--- src/rtl/key_conditioner.sv ---
// key_conditioner
//   Synchronizes and debounces the keypad front panel of the lock.
//   Buttons become single-cycle pulses, the set switch becomes a clean
//   level, and the 8-bit password switch bus is debounced as one word.
//
// Ports
//   Clk        in   system clock, rising edge
//   reset_n    in   asynchronous active-low reset
//   btn_raw    in   [0] confirm, [1] lock, [2] clear (async, active-high)
//   set_raw    in   password-set mode switch (async)
//   sw_raw     in   [7:0] password switches (async)
//   confirm    out  one-cycle pulse per accepted confirm press
//   lock       out  one-cycle pulse per accepted lock press
//   reset      out  one-cycle pulse per accepted clear press
//   pw_set     out  debounced set_raw level
//   pw_8       out  [7:0] debounced switch word
//   sw_changed out  one-cycle pulse when pw_8 takes a new value
module key_conditioner #(
    parameter int unsigned DEB_CYCLES = 2000000
) (
    input  logic       Clk,
    input  logic       reset_n,
    input  logic [2:0] btn_raw,
    input  logic       set_raw,
    input  logic [7:0] sw_raw,
    output logic       confirm,
    output logic       lock,
    output logic       reset,
    output logic       pw_set,
    output logic [7:0] pw_8,
    output logic       sw_changed
);

    localparam int unsigned    CW      = $clog2(DEB_CYCLES);
    localparam logic [CW-1:0]  CNT_MAX = CW'(DEB_CYCLES - 1);

    // Reset synchronizer: asserts immediately, releases two edges later.
    logic [1:0] rst_pipe;
    logic       rst_int_n;

    always_ff @(posedge Clk or negedge reset_n) begin
        if (!reset_n) begin
            rst_pipe <= '0;
        end else begin
            rst_pipe <= {rst_pipe[0], 1'b1};
        end
    end

    assign rst_int_n = rst_pipe[1];

    // Input synchronizers. They are cleared by the raw reset so they refill
    // while the internal reset is still releasing; a button held through
    // reset release is therefore seen by the debouncers on their first
    // active edge.
    logic [3:0] ch_meta, ch_sync;   // {set, clear, lock, confirm}
    logic [7:0] sw_meta, sw_sync;

    always_ff @(posedge Clk or negedge reset_n) begin
        if (!reset_n) begin
            ch_meta <= '0;
            ch_sync <= '0;
            sw_meta <= '0;
            sw_sync <= '0;
        end else begin
            ch_meta <= {set_raw, btn_raw};
            ch_sync <= ch_meta;
            sw_meta <= sw_raw;
            sw_sync <= sw_meta;
        end
    end

    // Per-bit debounce channels for the three buttons and the set switch.
    logic [3:0]    db;
    logic [CW-1:0] cnt [4];

    always_ff @(posedge Clk or negedge rst_int_n) begin
        if (!rst_int_n) begin
            db <= '0;
            for (int unsigned i = 0; i < 4; i++) begin
                cnt[i] <= '0;
            end
        end else begin
            for (int unsigned i = 0; i < 4; i++) begin
                if (ch_sync[i] == db[i]) begin
                    cnt[i] <= '0;
                end else if (cnt[i] == CNT_MAX) begin
                    db[i]  <= ch_sync[i];
                    cnt[i] <= '0;
                end else begin
                    cnt[i] <= cnt[i] + CW'(1);
                end
            end
        end
    end

    assign pw_set = db[3];

    // Button pulses: rising edge of the debounced level, resolved by
    // priority clear > lock > confirm. Losing rises are consumed by db_d
    // and never re-issued; the cycle after a clear pulse masks the others.
    logic [2:0] db_d;
    logic [2:0] rise;

    assign rise = db[2:0] & ~db_d;

    always_ff @(posedge Clk or negedge rst_int_n) begin
        if (!rst_int_n) begin
            db_d    <= '0;
            reset   <= 1'b0;
            lock    <= 1'b0;
            confirm <= 1'b0;
        end else begin
            db_d    <= db[2:0];
            reset   <= rise[2];
            lock    <= rise[1] & ~rise[2] & ~reset;
            confirm <= rise[0] & ~rise[1] & ~rise[2] & ~reset;
        end
    end

    // Switch word channel: any change of the synchronized bus restarts the
    // candidate; a candidate that differs from pw_8 and holds long enough
    // is committed.
    logic [7:0]    cand;
    logic [CW-1:0] scnt;

    always_ff @(posedge Clk or negedge rst_int_n) begin
        if (!rst_int_n) begin
            cand       <= '0;
            scnt       <= '0;
            pw_8       <= '0;
            sw_changed <= 1'b0;
        end else begin
            sw_changed <= 1'b0;
            if (sw_sync != cand) begin
                cand <= sw_sync;
                scnt <= '0;
            end else if (cand != pw_8) begin
                if (scnt == CNT_MAX) begin
                    pw_8       <= cand;
                    sw_changed <= 1'b1;
                    scnt       <= '0;
                end else begin
                    scnt <= scnt + CW'(1);
                end
            end else begin
                scnt <= '0;
            end
        end
    end

endmodule

--- config.mk ---
export PLATFORM = sky130hd
export DESIGN_NAME = key_conditioner
export DESIGN_NICKNAME = d
export VERILOG_FILES = /design/src/rtl/key_conditioner.sv
export SDC_FILE = /design/constraint.sdc
export NUM_CORES = 1
export LEC_CHECK = 0
export ABC_AREA = 1
export CELL_PAD_IN_SITES_DETAIL_PLACEMENT = 0
export CELL_PAD_IN_SITES_GLOBAL_PLACEMENT = 1
export CORE_MARGIN = 2
export CORE_UTILIZATION = 44
export CTS_BUF_LIST = sky130_fd_sc_hd__clkbuf_8
export DETAILED_ROUTE_END_ITERATION = 16
export GPL_ROUTABILITY_DRIVEN = 1
export PLACE_DENSITY = 0.86
export SKIP_CTS_REPAIR_TIMING = 1
export SLEW_MARGIN = 25
export SYNTH_ARGS = -nofsm -noshare
export SYNTH_HDL_FRONTEND = slang
export SYNTH_SLANG_ARGS = --single-unit
--- constraint.sdc ---
create_clock -name Clk -period 3.8 [get_ports Clk]
set_clock_uncertainty 0.2 [all_clocks]
set_input_delay 1.14 -clock Clk [delete_from_list [all_inputs] [get_ports Clk]]
set_output_delay 1.14 -clock Clk [all_outputs]
set_load 0.01 [all_outputs]
==> metrics.csv <==
metric,value,unit
crit end category,output pin,
fill count,1672,
leakage power figure,0.00386,uW
Seq pwr share,55.3,%
leading area contributor after synthesis,dfrtp_1,
hpwl dp,10.7,mm
synthesis warning total,0,
vias in the first global route,5594,
post-synthesis sequential area ratio,50.8,%
placed insts,1179,
Final WS setup,1.06,ns
Core Rows,48,
Cell variety after synth,41,
r2r setup slk,1.66,ns
fin crit share,72.2,%
Tot GR Track Use,17.8,%
share of Yosys cell area claimed by the top area cell type,50.8,%
Syn Std Cell Area,0.00779,sq mm
CP Buf/Inv Count,1,
sw frac,22.1,%
DRT Wirelength,15.0,mm
Detail Route Antenna Nets,0,
"Reg clk slew, reported paths",0.08,ns
Final Max Tran Viols,0,
Iteration-0 DRC Markers,313,
ys flop type,dfrtp_1,
clock network power share,41.3,%
"EDFF count, synth",0,
Die Ht,137,microns
Syn-to-layout area delta,11.8,%
CORE AREA,0.0173,sq mm
Final GP Congestion,0.841,
"top cells by count, synth","nand2_1 (193), nor2_1 (164), dfrtp_1 (158)",
initial antenna violation count,0,
internal power,2450,uW
Setup-failing EPs final,0,
CTS Root Cell,clkbuf_8,
CTS max path bufs,2,
TNS Setup,0,ns
Syn Nets,955,
largest net degree at the start of global routing,57,
Avg Inst Size Synth,8.32,sq um
Crit-path slowest cell,clkdlybuf4s50_1,
RSZ-0062 raised after global routing,no,
drt first pass iters,5,
Synth Register Bits,158,
Skew-Pair Late Insertion Delay,0.45,ns
Total Nets Final,992,
NetSw,696,uW
H-tree depth,4,
Post-Syn Instances,936,
CTS tree,done,
maximum vdd ir drop,0.242,mV
asr flop ratio synth,100,%
final hold violations,0,
Chip Width,137,microns
crit path time final,2.74,ns
die area,0.0188,sq mm
largest stage delay on the critical path,0.55,ns
Worst Path Required,2.46,ns
I/O Buffers,26,
Worst Tran Pin Value,0.838,ns
layout cells sized above 1,10.6,%
Comb power frac,3.4,%
Antenna Cells,0,
CTS buffer count,17,
wire per inst,12.4,microns
critical path class,register to output pin,
Hold Path Class,register to register,
"count leader, synth",nand2_1,
Ports,27,
DP Worst Slack,1.32,ns
largest cells by area after synthesis,"dfrtp_1 (51%), nand2_1 (9.3%), nor2_1 (7.9%)",
Initial Utilization,45.0,%
critical path data arrival time,1.40,ns
"Remaining Overflow, GRT",0,
CP max FO,4,
crit path launch type,register,
Power Density,361,mW/mm^2
crit path cell chain,clkdlybuf4s50_1,
Max-Slew Margin vs Limit,43.7,%
outcome,"complete, no violations",
FMAX,0.364,GHz
final cell count without fillers,1209,
Max-cap violations,0,
"Largest delay share family, worst path",buffers and inverters,
global-route wire length before repair,26.4,mm
DRC errors left,0,
via count,5788,
CTS sink count,158,
Vias/cell,4.79,
## final cells by class
type / instances / area (sq um) / share of cell area (%)
clock buffers: 21 / 289 / 3.32
clock inverters: 9 / 119 / 1.37
inverters: 135 / 508 / 5.84
multi-input cells: 632 / 3260 / 37.4
flip-flops and latches: 158 / 3960 / 45.5
well taps: 225 / 282 / 3.23
repair buffers: 29 / 295 / 3.39
## placed cells by master (no fill, tap or decap), types with 5 or more instances in the layout
cell type,n
clkdlybuf4s50_1,26
nor3b_1,6
nor2_1,164
nand2_2,6
nor2_4,17
xor2_1,25
dfrtp_1,157
inv_1,126
nor2_2,17
inv_2,11
a21oi_1,27
nor3_1,35
clkbuf_8,21
nand2_4,5
ha_1,5
nand2_1,193
o21ai_0,12
nand4_1,22
nand3_1,52
xnor2_1,14
## cells by family (layout without fill, tap and decap cells)
kind of cell	Yosys count	in the layout	share of synthesized area, %
AO/OA/AOI/OAI	50	50	3.50
AND/OR/NAND/NOR	537	537	33.1
buffers and inverters	146	194	7.41
flip-flops	158	158	50.8
XOR/XNOR	39	39	4.39
adder cells (fa/ha/maj)	5	5	0.803
other	1	1	0.0482
## registers in the layout, indices dropped and copies added (netlist names)
signal and flops:
rst_pipe 2, ch_sync 4, confirm 1, sw_meta 8, cnt 84, lock 1, cand 8, ch_meta 4
reset 1, sw_changed 1, db 4, pw_8 8, scnt 21, db_d 3, sw_sync 8
## stage by stage
step	power (uW)	area, sq um	hold slack [ns]	utilization [%]
finish	3150	8710	0.147	50.3
global route	3280	8710	0.158	50.3
CTS	3190	8710	0.151	50.3
detailed placement	1890	8300	0.135	48.0
global placement	1880	8300	0.133	48.0
floorplan	1840	7790	0.131	-
## layer usage
metal	up-vias	wire [microns]	GRT usage, %
met5	-	0	0
li1	3008	-	-
met2	88	6640	27.0
met4	0	149	4.70
met3	14	517	4.30
met1	2678	7660	25.6
## path summary, 6_finish.rpt
path,startpoint,endpoint,depth (start not counted)
min,sw_meta[2],sw_sync[2],0
min in group asynchronous,rst_pipe[1],cnt[24],0
max in group asynchronous,reset_n,sw_meta[6],2
max,pw_8[1],pw_8[1],1
max reg2reg,cnt[63],cnt[83],10
min reg2reg,sw_meta[2],sw_sync[2],0
## power groups by stage
stage / registers [uW] / clock network (uW) / logic (uW)
finish: 1740 / 1300 / 107
global route: 1750 / 1410 / 126
CTS: 1740 / 1340 / 111
detailed placement: 1780 / 0 / 111
global placement: 1770 / 0 / 109
floorplan: 1780 / 0 / 56.8
Power figures use the tool's default switching activity.
